## config.mk

```make
export PLATFORM = sky130hd
export DESIGN_NAME = cog_vidx
export DESIGN_NICKNAME = d
export VERILOG_FILES = /design/src/rtl/cog_vidx.sv
export SDC_FILE = /design/constraint.sdc
export NUM_CORES = 1
export LEC_CHECK = 0
export ABC_CLOCK_PERIOD_IN_PS = 3800
export CAP_MARGIN = 20
export CORE_MARGIN = 4
export CORE_UTILIZATION = 45
export DETAILED_ROUTE_END_ITERATION = 16
export PLACE_DENSITY = 0.68
export RECOVER_POWER = 50
export SETUP_SLACK_MARGIN = 0.4
export SLEW_MARGIN = 15
export SYNTH_ARGS = -nofsm -noshare
export SYNTH_HDL_FRONTEND = slang
export SYNTH_SLANG_ARGS = --single-unit
```

## constraint.sdc

```tcl
create_clock -name clk_cog -period 3.8 [get_ports clk_cog]
set_clock_uncertainty 0.2 [all_clocks]
set_input_delay 1.14 -clock clk_cog [delete_from_list [all_inputs] [get_ports clk_cog]]
set_output_delay 1.14 -clock clk_cog [all_outputs]
set_load 0.03 [all_outputs]
```

## src/rtl/cog_vidx.sv

```systemverilog
// cog_vidx: waitvid-style video shifter with a 2-deep frame FIFO, pixel/frame counters and grouped pin drive
module cog_vidx #(
  parameter int PIX_W   = 32,
  parameter int COLOR_W = 128,
  parameter int GROUPS  = 4
) (
  input  logic                  clk_cog,
  input  logic                  res,
  input  logic                  tick,
  input  logic                  setvid,
  input  logic                  setscl,
  input  logic [31:0]           data,
  input  logic                  wv_valid,
  output logic                  wv_ready,
  input  logic [PIX_W-1:0]      pixel,
  input  logic [COLOR_W-1:0]    color,
  output logic [8*GROUPS-1:0]   pin_out,
  output logic                  underrun,
  output logic                  busy
);
  localparam int GW = $clog2(GROUPS);
  localparam int EW = PIX_W + COLOR_W;
  logic [31:0] vid_q, vid_d, scl_q, scl_d;
  logic [EW-1:0] fifo_q [2];
  logic [EW-1:0] fifo_d [2];
  logic [1:0] count_q, count_d, slot;
  logic [PIX_W-1:0] pixels_q, pixels_d, last_q, last_d, shifted;
  logic [COLOR_W-1:0] colors_q, colors_d, col_sh;
  logic [7:0] discrete_q, discrete_d, cnt_q, cnt_d, masked;
  logic [11:0] set_q, set_d;
  logic underrun_q, underrun_d;
  logic en, have, new_set, new_cnt, push, pop;
  logic [1:0] bsel;
  logic [3:0] idx;
  logic [GW-1:0] gsel;
  logic unused_ok;
  assign en = (vid_q[30:29] != 2'b00) && !res;
  assign bsel = vid_q[28:27];
  assign gsel = vid_q[8+GW:9];
  assign wv_ready = en && !count_q[1];
  assign busy = count_q != 2'd0;
  assign underrun = underrun_q;
  assign masked = discrete_q & vid_q[7:0];
  assign unused_ok = ^{vid_q[31], vid_q[26:9+GW], scl_q[31:20]};
  always_comb begin
    have = count_q != 2'd0;
    new_set = en && tick && set_q == 12'd1;
    new_cnt = en && tick && cnt_q == 8'd1;
    pop = new_set && have;
    push = wv_valid && wv_ready;
    idx = bsel == 2'd0 ? {3'b000, pixels_q[0]} : bsel == 2'd1 ? {2'b00, pixels_q[1:0]} : pixels_q[3:0];
    shifted = bsel == 2'd0 ? {pixels_q[PIX_W-1], pixels_q[PIX_W-1:1]} :
              bsel == 2'd1 ? {pixels_q[PIX_W-1 -: 2], pixels_q[PIX_W-1:2]} :
                             {pixels_q[PIX_W-1 -: 4], pixels_q[PIX_W-1:4]};
    // entries past the end of the table shift out to zero
    col_sh = colors_q >> {idx, 3'b000};
    vid_d = setvid ? data : vid_q;
    scl_d = setscl ? data : scl_q;
    fifo_d[0] = pop ? fifo_q[1] : fifo_q[0];
    fifo_d[1] = fifo_q[1];
    slot = count_q - 2'(pop);
    if (push && !slot[0]) fifo_d[0] = {pixel, color};
    if (push && slot[0]) fifo_d[1] = {pixel, color};
    count_d = en ? count_q + 2'(push) - 2'(pop) : 2'd0;
    // an empty FIFO at a boundary replays the last frame as it was loaded
    pixels_d = new_set ? (have ? fifo_q[0][EW-1 -: PIX_W] : last_q) : new_cnt ? shifted : pixels_q;
    last_d = pop ? fifo_q[0][EW-1 -: PIX_W] : last_q;
    colors_d = pop ? fifo_q[0][COLOR_W-1:0] : colors_q;
    set_d = !en ? 12'd1 : new_set ? scl_q[11:0] : tick ? set_q - 12'd1 : set_q;
    cnt_d = !en ? 8'd1 : (new_set || new_cnt) ? scl_q[19:12] : tick ? cnt_q - 8'd1 : cnt_q;
    discrete_d = (en && tick) ? col_sh[7:0] : discrete_q;
    underrun_d = (new_set && !have) || (underrun_q && !setvid);
  end
  for (genvar g = 0; g < GROUPS; g++) begin : g_pins
    assign pin_out[8*g +: 8] = (en && gsel == GW'(g)) ? masked : 8'h00;
  end
  always_ff @(posedge clk_cog) begin
    if (res) begin
      vid_q <= '0;
      scl_q <= '0;
      fifo_q[0] <= '0;
      fifo_q[1] <= '0;
      count_q <= '0;
      pixels_q <= '0;
      last_q <= '0;
      colors_q <= '0;
      discrete_q <= '0;
      set_q <= 12'd1;
      cnt_q <= 8'd1;
      underrun_q <= 1'b0;
    end else begin
      vid_q <= vid_d;
      scl_q <= scl_d;
      fifo_q[0] <= fifo_d[0];
      fifo_q[1] <= fifo_d[1];
      count_q <= count_d;
      pixels_q <= pixels_d;
      last_q <= last_d;
      colors_q <= colors_d;
      discrete_q <= discrete_d;
      set_q <= set_d;
      cnt_q <= cnt_d;
      underrun_q <= underrun_d;
    end
  end
endmodule
```

# == Word level (Yosys, flattened, before mapping) ==
# Memory sizes are Yosys's and may differ from the RTL's.
# Index checks and enable logic that the tools add are counted.
# word_totals
ram_bits,320
elab_cells,87
ff_bits,274
memories,1
in_bits,198
output_inout_bits,35
# op_classes
shifts,1
add_sub_neg,5
muxes,23
n_eq_ne,6
n_bitwise,4
n_reduce_logical,34
# memory_table
memory,depth,width,read_ports,rd_ports_with_merged_regs,wr,line_no,source
fifo_q,2,160,2,0,2,24,logic [EW-1:0] fifo_q [2];
# op_table
op,n
160-bit two-way mux,5
128-bit by 7-bit >> shifter with 8-bit output,1
32-bit two-way mux,2
31-bit two-way mux,2
8-bit two-way mux,6
30-bit two-way mux,1
12-bit two-way mux,2
1-bit logical AND,15
12-bit by 1-bit == test with 1-bit output (second input constant),1
2-bit nonzero test,6
12-bit by 1-bit subtractor with 12-bit output (second input constant),1
8-bit AND,1
8-bit by 1-bit == test with 1-bit output (second input constant),1
4-bit two-way mux,2
8-bit by 1-bit subtractor with 8-bit output (second input constant),1
1-bit zero test,5
2-bit by 1-bit == test with 1-bit output (second input constant),2
2-bit == test (second input constant),2
2-bit zero test,2
2-bit AND reduction,2
1-bit two-way mux,3
3-bit nonzero test,1
2-bit by 1-bit adder with 2-bit output,1
1-bit logical OR,2
5 further kinds,6

# == Depth between registers and ports, before layout ==
# Gate-level depths: netlist of run 1.
# logic_depth
depth_word,10
depth_mapped,14
mapped_depth_nobuf,12

# == Worst setup path before layout of run 1 ==
# No wires, ideal clock.
# synth_path
path_type,input -> output
startpoint,in res
endpoint,out pin_out[7]
cell_stages,6
path_slack_ns,-0.147
t_arrival_ns,2.607
path_buffers,3
required_ns,2.460
cell_sequence,clkbuf_1 o21bai_1 buf_2 or3_1 clkbuf_1 nor2_1
# synth_via
elab_chain_cells,4
# synth_lines
element,line_no,source
"start, declared",8,"input logic res,"
1-bit zero test,37,assign en = (vid_q[30:29] != 2'b00) && !res;
1-bit logical AND,37,
1-bit logical AND,75,assign pin_out[8*g +: 8] = (en && gsel == GW'(g)) ? masked : 8'h00;
8-bit two-way mux,75,
"end, declared",17,"output logic [8*GROUPS-1:0] pin_out,"
# No other way between the ends.

==> flow_metrics.py, run 1 <==
metrics = {
    "run_status": {
        "status": "complete, but fails checks",
        "violations": "capacitance limit, slew limit",
    },
    "logic_synthesis": {
        "synth_warnings": 0,
        "syn-mean-instance-area_um2": 7.96,
        "synth_top_area_share_pct": 47.4,
        "synthFlopType": "dfxtp_1",
        "synth_fp_nets": 3268,
        "yosysUniqueCellTypes": 59,
        "post-synth-top-count-cell": "nand2_1",
        "synthTopCellsByCount": "nand2_1, dfxtp_1, a21oi_1",
        "synth_seq_area_share_pct": 47.4,
        "async_reset_ff_share_pct": 0,
        "postSynthCellCount": 3064,
        "synth_area_um2": 24400,
        "synth_edf_count": 0,
        "ys_ff_latch": 577,
        "synth_top_area_cell": "dfxtp_1",
        "netlist_top_cells_area": "dfxtp_1, nand2_1, a21oi_1, a311oi_1, nor3_1",
    },
    "clocking": {
        "htreeDepth": 2,
        "cts_tree": "built",
        "insertion_delay_ns": 0.61,
        "clock-sinks": 577,
        "clockBufferDepth": 3,
        "cts-root-buf": "clkbuf_16",
        "clk_pin_slew_worst_paths_ns": 0.06,
        "cts-buffers-inserted": 59,
    },
    "global_routing": {
        "antenna_found_initial": 2,
        "grt_pass1_wl_mm": 113,
        "globalRouteMet3Util_pct": 3.39,
        "use_met2_pct": 38.5,
        "grt_most_used_layer": "met2",
        "grt.total_usage_pct": 23.7,
        "first_global_vias": 20846,
        "gr-total-overflow": 0,
        "grt_max_degree": 242,
        "grt_use_met1_pct": 32.7,
    },
    "sta": {
        "clock.fmax_mhz": 271,
        "fin_setup_tns_ns": 0,
        "finalMaxSlewViolations": 224,
        "worst_pin_slew_ns": 1.73,
        "finalCriticalPeriod_ns": 3.69,
        "slew_headroom_pct": -15.3,
        "fin_ws_ns": 0.111,
        "period_share_pct": 97.1,
        "rsz0062_at_grt": "true",
        "finalHoldViolations": 0,
        "setup_violations": 0,
        "hold_slack_ns": 0.248,
    },
    "detailed_routing": {
        "drtIter0Drc": 2226,
        "via_count": 22180,
        "via_per_inst": 5.71,
        "wirelength_mm": 71.9,
        "wl_per_cell_um": 18.5,
        "drcViolationCount": 0,
        "ant_nets": 0,
        "firstDrtPassIters": 5,
    },
    "cells_and_area": {
        "final_area_um2": 29400,
        "layout-drive-gt1-share_pct": 8.13,
        "nFillCells": 4853,
        "final_cell_count_no_fill": 3883,
        "nNetsFinal": 3342,
        "areaGrowthSynthToFinish_pct": 20.7,
        "regArea_um2": 11600,
        "multi_input_area_um2": 11900,
        "fin_util_pct": 54.8,
    },
    "die": {
        "ios": 233,
        "die_w_um": 241,
        "start_util_pct": 45.4,
        "rows": 85,
        "core_region_area_um2": 53700,
        "die-height_um": 241,
        "die_area_um2": 58000,
    },
    "pwr": {
        "total_power_mw": 13.2,
        "power.leakage_nw": 9.60,
        "power.density_nw_per_um2": 447,
        "vdd_drop_max_uv": 360,
    },
    "worst_setup_path": {
        "required_ns": 4.01,
        "cp_max_fo": 194,
        "start_kind": "input pin",
        "endpoint_kind": "flip-flop",
        "path_class": "in -> reg",
        "crit_arrival_ns": 3.90,
    },
    "placement": {
        "io_buffers": 224,
        "place_area_um2": 27300,
        "place_ws_ns": -0.0640,
        "gp_congestion": 0.845,
        "dp_hpwl_mm": 44.5,
        "dpl.cell_count": 3764,
    },
    "worst_hold_path": {
        "hp-class": "reg -> reg",
    },
    "run": {
        "cap_viol_max_count": 1,
    },
}
critical path: stages:
cell	delay, ns
clkbuf_1	0.11
o21bai_4	0.20
buf_4	0.16
buf_4	0.15
nor4_1	0.55
nand3_4	0.23
buf_16	0.28
clkbuf_16	0.52
nand2_1	0.12
a311oi_1	0.09
cell type report:
cell class,count,area share (%)
sequential,577,39.3
clock buffer,93,6.31
antenna,1,0.00851
multi-input combinational,2198,40.5
tap,696,2.96
inverter,12,0.179
timing repair buffer,290,10.0
clock inverter,16,0.719
cell families after synthesis:
kind of cell	count (synthesis)	share of synthesized area [%]
xor gates and xnor gates	3	0.108
muxes	104	5.15
buffers and inverters	289	4.77
and+or+nand+nor	1398	23.9
adders and majority gates	6	0.308
AOI/OAI and AO/OA	687	18.4
DFF	577	47.4
registers in the layout, indices dropped and copies added, names as in the netlist:
register and flops:
scl_q 20, colors_q 128, cnt_q 8, underrun 1, fifo_q 320, discrete_q 8
vid_q 14, set_q 12, count_q 2, pixels_q 32, last_q 32
path summary, 6_finish.rpt:
kind | start | to | slack [ns] | cells past startpoint
setup / recovery | res | fifo_q[0][25] | 0.11 | 10
setup reg to reg | set_q[0] | fifo_q[0][25] | 0.22 | 8
hold / removal | colors_q[104] | colors_q[104] | 0.25 | 2
hold reg to reg | colors_q[104] | colors_q[104] | 0.25 | 2
metal layers:
layer  wire [um]  up-vias
met2       33600      614
li1            -    10759
met5          17        -
met1       32400    10693
met3        3910      112
met4        1990        2
power by group:
group	switching (mW)	total (mW)	internal, mW
clock	2.42	6.09	3.67
combinational	0.457	0.818	0.361
sequential	0.0810	6.25	6.17
cells in the final DEF, fill, tap and decap left out, drive strengths merged, types with 3 or more instances in the layout:
| cell type | netlist | layout |
|---|---|---|
| clkbuf | 208 | 107 |
| a311oi | 162 | 162 |
| o211ai | 4 | 4 |
| bufinv | 0 | 5 |
| clkdlybuf4s50 | 0 | 187 |
| clkinv | 1 | 11 |
| a221oi | 8 | 8 |
| or2 | 3 | 3 |
| ha | 6 | 6 |
| nand3 | 12 | 12 |
| and2 | 32 | 32 |
| mux4 | 17 | 17 |
| buf | 69 | 86 |
| nor4 | 6 | 6 |
| nand3b | 28 | 28 |
| a31oi | 3 | 3 |
| mux2i | 85 | 85 |
| o21ai | 22 | 22 |
| nor2b | 15 | 15 |
| and3 | 4 | 4 |
| o31ai | 30 | 30 |
| a21oi | 346 | 346 |
| a211oi | 84 | 84 |
| nor2 | 120 | 120 |
| or4 | 4 | 4 |
| nor3 | 172 | 172 |
| a22oi | 9 | 9 |
| inv | 11 | 11 |
| nand2 | 991 | 991 |
| dfxtp | 577 | 577 |
| a32o | 4 | 4 |
repair_timing:
action                                  in CTS  in global routing
setup buffers                                3                  4
gates resized for setup                     14                  5
hold buffers                                 0                  0
gates cloned                                 0                  1
endpoints found under the setup margin      31                 90
pin swaps                                    2                  3
No activity file was read; power rests on OpenSTA's default activity.
==> run 2, diff against run 1 <==
--- a/config.mk
+++ b/config.mk
@@ -10,6 +10,7 @@
 export CORE_MARGIN = 4
 export CORE_UTILIZATION = 45
 export DETAILED_ROUTE_END_ITERATION = 16
+export GPL_ROUTABILITY_DRIVEN = 0
 export PLACE_DENSITY = 0.68
 export RECOVER_POWER = 50
 export SETUP_SLACK_MARGIN = 0.4
==> run 2 against run 1 <==
  * The run now ends clean
  * Utilization increased by 0.061 points
  * Hold slack about the same
  * Critical endpoint is now pin_out[5]
  * Sequential power about the same
==> flow_metrics.py, run 2 (synthesis results as in run 1) <==
metrics = {
    "clocking": {
        "htreeDepth": 2,
        "clk_pin_slew_worst_paths_ns": 0.06,
        "cts-root-buf": "clkbuf_16",
        "clock-sinks": 577,
        "cts-buffers-inserted": 60,
        "cts_hold_buf": 0,
        "clockBufferDepth": 3,
        "insertion_delay_ns": 0.61,
        "cts_tree": "built",
    },
    "cells_and_area": {
        "layout-drive-gt1-share_pct": 8.10,
        "mostFrequentLayoutCells": "nand2_1, dfxtp_1, a21oi_1",
        "areaGrowthSynthToFinish_pct": 20.8,
        "layout_commonest_cell": "nand2_1",
        "largest_registers": "fifo_q x320, colors_q x128",
        "nNetsFinal": 3348,
        "largest_register_ffs": 320,
        "regMostFlops": "fifo_q",
        "nFillCells": 4818,
    },
    "sta": {
        "finalCriticalPeriod_ns": 3.59,
        "rsz0062_at_grt": "true",
        "finalMaxSlewViolations": 0,
        "hold_slack_ns": 0.248,
        "clock.fmax_mhz": 279,
        "period_share_pct": 94.4,
        "setup_violations": 0,
        "worst_pin_slew_ns": 1.19,
        "fin_ws_ns": 0.212,
        "slew_headroom_pct": 20.6,
        "finalHoldViolations": 0,
    },
    "worst_setup_path": {
        "cp_slowest_stage_delay_ns": 0.35,
        "reg2reg_from": "set_q[0]",
        "cp_max_fo": 8,
        "required_ns": 2.46,
        "path_class": "in -> out",
        "start_kind": "input pin",
        "setup.worst_path.start": "res",
        "endpoint_kind": "output port",
        "crit_end": "pin_out[5]",
        "r2r_cells": 9,
        "path_cells": "clkbuf_1, o21bai_4, or3_4, buf_12, nor2_4, buf_6",
        "cp_slowest_cell": "or3_4",
        "crit_arrival_ns": 2.25,
        "r2r-end": "fifo_q[0][123]",
        "r2r_slack_ns": 0.51,
    },
    "detailed_routing": {
        "ant_nets": 0,
        "wirelength_mm": 72.3,
        "via_count": 22242,
        "wl_per_cell_um": 18.6,
        "firstDrtPassIters": 6,
        "drcViolationCount": 0,
        "drtIter0Drc": 2160,
        "via_per_inst": 5.73,
    },
    "global_routing": {
        "use_met2_pct": 38.6,
        "gr-total-overflow": 0,
        "grt_use_met1_pct": 32.5,
        "grt_most_used_layer": "met2",
        "grt_max_degree": 234,
        "antenna_found_initial": 2,
        "grt_pass1_wl_mm": 113,
        "first_global_vias": 21059,
        "grt.total_usage_pct": 23.7,
        "globalRouteMet3Util_pct": 4.19,
    },
    "run": {
        "cap_viol_max_count": 0,
    },
    "pwr": {
        "vdd_drop_max_uv": 365,
        "power.density_nw_per_um2": 446,
        "power.leakage_nw": 9.56,
    },
    "die": {
        "die-height_um": 241,
        "die_w_um": 241,
        "core_region_area_um2": 53700,
        "start_util_pct": 45.4,
        "rows": 85,
        "die_area_um2": 58000,
        "ios": 233,
    },
    "placement": {
        "dp_hpwl_mm": 45.0,
        "io_buffers": 224,
        "place_ws_ns": -0.0433,
    },
    "worst_hold_path": {
        "hp-class": "reg -> reg",
        "min_from": "colors_q[43]",
    },
    "run_status": {
        "status": "completed",
    },
}
==> run 2: routing by layer <==
metal | part of all wire (%) | wire length [um]
met5 | 0.015 | 11
met4 | 2.5 | 1820
met3 | 6.3 | 4540
met2 | 47 | 33700
met1 | 45 | 32200
==> run 2: power breakdown <==
group,switching (mW),internal [mW],leakage [nW]
clock,2.43,3.62,0.983
combinational,0.458,0.364,3.91
sequential,0.0819,6.17,4.67
total,2.97,10.2,9.56
==> run 2: worst min path at each step <==
stage / endpoint / slack, ns / cells after the start
after global placement: colors_q[60] / 0.24 / 2
final: colors_q[43] / 0.25 / 2
after CTS: colors_q[111] / 0.25 / 2
after global routing: colors_q[126] / 0.27 / 2
after floorplan: colors_q[100] / 0.23 / 2
after detailed placement: colors_q[111] / 0.24 / 2
==> run 2: critical path, delay by kind of cell <==
kind                   cells  cell delay, ns
AOI/OAI and AO/OA          1            0.21
and+or+nand+nor            2            0.45
buffers and inverters      3            0.44
==> run 2: layout make-up <==
cell class	count	area (um^2)	area share [%]
inverter	12	55.1	0.187
antenna	1	2.50	0.00850
tap	696	871	2.96
clock inverter	21	318	1.08
multi-input combinational	2198	12000	40.6
sequential	577	11600	39.2
clock buffer	83	1690	5.74
timing repair buffer	295	2990	10.2
==> run 2: per-stage QoR <==
stage	cells	power (mW)	area (um^2)	util, %	TNS (ns)
5_1_grt	3882	13.5	29400	54.8	0
2_1_floorplan	3064	6.78	24700	-	0
6_report	3883	13.1	29400	54.8	0
4_1_cts	3881	13.2	29500	55.0	0
3_5_place_dp	3775	7.19	27500	51.1	-0.0433
3_3_place_gp	3774	7.18	27400	51.1	0
==> run 2: timing repair <==
item | CTS | global route
setup buffers | 2 | 0
cloned | 0 | 1
pin swaps | 5 | 0
endpoints found under the setup margin | 34 | 33
gates resized for setup | 18 | 2
endpoints found under the hold margin | 0 | 0
==> run 3, diff against run 2 <==
--- a/config.mk
+++ b/config.mk
@@ -11,7 +11,7 @@
 export CORE_UTILIZATION = 45
 export DETAILED_ROUTE_END_ITERATION = 16
 export GPL_ROUTABILITY_DRIVEN = 0
-export PLACE_DENSITY = 0.68
+export PLACE_DENSITY_LB_ADDON = 0.05
 export RECOVER_POWER = 50
 export SETUP_SLACK_MARGIN = 0.4
 export SLEW_MARGIN = 15
==> run 3 against run 2 <==
  * Utilization is 1.1 points higher
  * Power increased by 1.8%
  * Count of clock-buffer cells in the layout is 14 higher
  * The flow now finishes with violations (capacitance limit, slew limit)
  * Critical endpoint is now pin_out[2]
  * Final cell count increased by 0.90%
==> flow_metrics.py, run 3 (synthesis results as in run 1) <==
metrics = {
    "run_status": {
        "violations": "capacitance limit, slew limit",
        "status": "complete, but fails checks",
    },
    "pwr": {
        "power.density_nw_per_um2": 445,
        "power.leakage_nw": 9.78,
        "vdd_drop_max_uv": 339,
    },
    "die": {
        "rows": 85,
        "ios": 233,
        "core_region_area_um2": 53700,
        "die-height_um": 241,
        "start_util_pct": 45.4,
        "die_area_um2": 58000,
        "die_w_um": 241,
    },
    "placement": {
        "place_ws_ns": -0.0993,
        "io_buffers": 224,
        "dp_hpwl_mm": 46.7,
    },
    "detailed_routing": {
        "wl_per_cell_um": 19.3,
        "via_count": 22211,
        "wirelength_mm": 75.4,
        "ant_nets": 0,
        "via_per_inst": 5.67,
        "drcViolationCount": 0,
        "firstDrtPassIters": 6,
        "drtIter0Drc": 1900,
    },
    "cells_and_area": {
        "regMostFlops": "fifo_q",
        "mostFrequentLayoutCells": "nand2_1, dfxtp_1, a21oi_1",
        "nNetsFinal": 3372,
        "areaGrowthSynthToFinish_pct": 23.1,
        "nFillCells": 4931,
        "layout-drive-gt1-share_pct": 9.16,
        "layout_commonest_cell": "nand2_1",
        "largest_register_ffs": 320,
        "multi_input_area_um2": 12000,
        "regArea_um2": 11600,
        "largest_registers": "fifo_q x320, colors_q x128",
    },
    "sta": {
        "rsz0062_at_grt": "true",
        "finalCriticalPeriod_ns": 3.58,
        "hold_slack_ns": 0.247,
        "finalHoldViolations": 0,
        "period_share_pct": 94.3,
        "slew_headroom_pct": -2.67,
        "fin_ws_ns": 0.216,
        "finalMaxSlewViolations": 21,
        "worst_pin_slew_ns": 1.54,
        "fin_setup_tns_ns": 0,
        "setup_violations": 0,
        "clock.fmax_mhz": 279,
    },
    "run": {
        "cap_viol_max_count": 1,
    },
    "clocking": {
        "cts_hold_buf": 0,
        "clock-sinks": 577,
        "clockBufferDepth": 3,
        "insertion_delay_ns": 0.61,
        "htreeDepth": 2,
        "cts-root-buf": "clkbuf_16",
        "cts-buffers-inserted": 61,
        "clk_pin_slew_worst_paths_ns": 0.06,
        "cts_tree": "built",
    },
    "worst_hold_path": {
        "hp-class": "reg -> reg",
        "holdPathStages": 2,
    },
    "global_routing": {
        "grt_max_degree": 220,
        "gr-total-overflow": 0,
        "first_global_vias": 20940,
        "grt.total_usage_pct": 24.9,
        "antenna_found_initial": 2,
        "grt_pass1_wl_mm": 118,
    },
    "worst_setup_path": {
        "start_kind": "input pin",
        "path_class": "in -> out",
        "cp_max_fo": 5,
        "required_ns": 2.46,
        "cp_slowest_stage_delay_ns": 0.36,
        "endpoint_kind": "output port",
        "crit_arrival_ns": 2.24,
        "r2r_cells": 5,
        "path_cells": "buf_12, o21bai_4, or3_4, buf_6, nor2_4, buf_6",
        "cp_slowest_cell": "or3_4",
        "cpMostUsedCell": "buf_6",
    },
}
==> run 3: cell count changes in the layout (fill, tap and decap cells not counted), moves of 3 or more <==
cell	before	now
buf_6	10	28
nor2_4	23	34
nor2_1	93	83
buf_12	22	30
clkbuf_8	8	16
clkbuf_1	22	29
buf_4	58	54
clkbuf_4	4	0
clkbuf_16	61	64
==> run 3: where the power goes <==
group	total (mW)	leakage, nW	internal [mW]	switching [mW]
Clock	6.26	1.05	3.82	2.44
Sequential	6.25	4.67	6.17	0.0851
Combinational	0.849	4.06	0.381	0.467
Total	13.4	9.78	10.4	3.00
==> run 3: cell type report <==
cell class	count	share of cell area, %
diodes	2	0.0167
clock buffers	97	6.21
clock inverters	18	0.904
inverters	12	0.192
multi-input cells	2198	40.1
flip-flops and latches	577	38.5
well taps	696	2.90
repair buffers	318	11.2
==> run 3: through the flow <==
stage / instance area [um^2] / utilization (%) / instances / total power [mW]
floorplan: 24700 / - / 3064 / 6.78
global placement: 27700 / 51.5 / 3794 / 7.21
detailed placement: 27700 / 51.5 / 3794 / 7.22
CTS: 30100 / 56.0 / 3914 / 13.5
global route: 30000 / 55.9 / 3918 / 13.8
finish: 30000 / 55.9 / 3918 / 13.4
==> run 3: final timing paths <==
path,endpoint,slack [ns],from
max reg2reg,discrete_q[3],0.41,vid_q[28]
min reg2reg,colors_q[100],0.25,colors_q[100]
min,colors_q[100],0.25,colors_q[100]
max,pin_out[2],0.22,res
==> run 3: timing repair <==
action | CTS | global route
pin swaps | 7 | 5
setup endpoints to repair | 32 | 47
buffers inserted | 4 | 1
gates cloned | 1 | 1
resized for setup | 53 | 2
==> run 3: worst max-delay path: cells and delay by family <==
family	cells	cell delay [ns]
AOI/OAI and AO/OA	1	0.19
buffers and inverters	3	0.41
and+or+nand+nor	2	0.48
==> run 3: routing by layer <==
layer | vias up | GRT usage (%) | wire [um]
li1 | 10839 | - | -
met1 | 10703 | 34.7 | 34100
met2 | 572 | 41.4 | 36300
met3 | 97 | 2.91 | 3270
met4 | 0 | 7.09 | 1810
met5 | - | 0 | 0
==> edit, RTL diff (flow settings as in run 2) <==
Change the parameter `COLOR_W` from 128 to 64.
--- a/src/rtl/cog_vidx.sv
+++ b/src/rtl/cog_vidx.sv
@@ -1,7 +1,7 @@
 // cog_vidx: waitvid-style video shifter with a 2-deep frame FIFO, pixel/frame counters and grouped pin drive
 module cog_vidx #(
   parameter int PIX_W   = 32,
-  parameter int COLOR_W = 128,
+  parameter int COLOR_W = 64,
   parameter int GROUPS  = 4
 ) (
   input  logic                  clk_cog,
Ports: changed (resized color); port bits go from 233 to 169. The function was not compared with the original's and may differ.
==> edit against run 2 <==
Power shrank 34%. Sequential cell count down 192. Wire length shrank 39%. Combinational power shrank 19%. Setup slack better by 0.019 ns. Cell area decreased by 32%. Area after synthesis decreased by 32%. First-iteration DRC count is 46% lower. Largest power group unchanged.
==> edit: results <==
group,metric,value,unit
placed_design,port_buffers,160,
final_layout,fin_nets,2218,
route,wl_per_cell,17.3,um
outcome,status,"finished, final reports clean",
final_layout,inv_count,108,
route,highest_layer,"met4",
placed_design,placed_cell_area,18700,um^2
setup_path,cp_slowest_cell,"clkbuf_1",
final_layout,multi_input_area_share,0.399,
setup_path,reg2reg_setup_slack,0.58,ns
synth,synth_fa_ha_area_frac,0.00454,
final_layout,clock_buffers,57,
synth,synthMuxAreaShare,0.0813,
setup_path,slowest_delay,0.48,ns
route,wl_met3,2.40,mm
final_layout,finish.utilization,0.558,
grt,antenna_found_initial,0,
grt,met2_usage,0.349,
sta,slew_headroom,0.0274,
placed_design,dpl_worst_slack,0.141,ns
synth,synth.area.top_cells,"dfxtp_1 47%, nand2_1 12%, a21oi_1 10%",
clocking,cts_buffers,42,
setup_path,path_delay_family,"buffers and inverters",
final_layout,multi_input_comb_cells,1335,
synth,postSynthAreaPerCell,8.31,um^2
final_layout,top_regs,"fifo_q x192, colors_q x64",
setup_path,worstReg2RegStart,"vid_q[30]",
placed_design,dpl.hpwl,27.8,mm
setup_path,cp_max_fo,96,
final_layout,clkCellAreaFrac,0.0633,
route,wl_met1,20.6,mm
edit: changes by cell type in the layout (fill, tap and decap cells not counted), moves of 31 or more:
cell	change
nand2_1	-478
dfxtp_1	-191
a311oi_1	-161
nor3_1	-161
inv_1	+98
o221a_2	+90
a211oi_1	-76
clkdlybuf4s50_1	-63
nor2_1	-37
a31o_2	+32
and2_1	-31
edit: how the worst min path moves through the flow:
stage,start,end,slack (ns),cells after the start
2_1_floorplan,discrete_q[7],discrete_q[7],0.22,2
3_3_place_gp,discrete_q[0],discrete_q[0],0.23,2
3_5_place_dp,discrete_q[0],discrete_q[0],0.23,2
4_1_cts,discrete_q[0],discrete_q[0],0.24,2
5_1_grt,last_q[13],last_q[13],0.26,2
6_report,discrete_q[0],discrete_q[0],0.24,2
edit: power groups by stage:
stage	logic [mW]	registers (mW)	clock network, mW
after global routing	0.721	4.23	4.02
after floorplan	0.400	4.27	0
after global placement	0.648	4.30	0
after CTS	0.667	4.22	3.85
final	0.663	4.22	3.78
after detailed placement	0.658	4.30	0
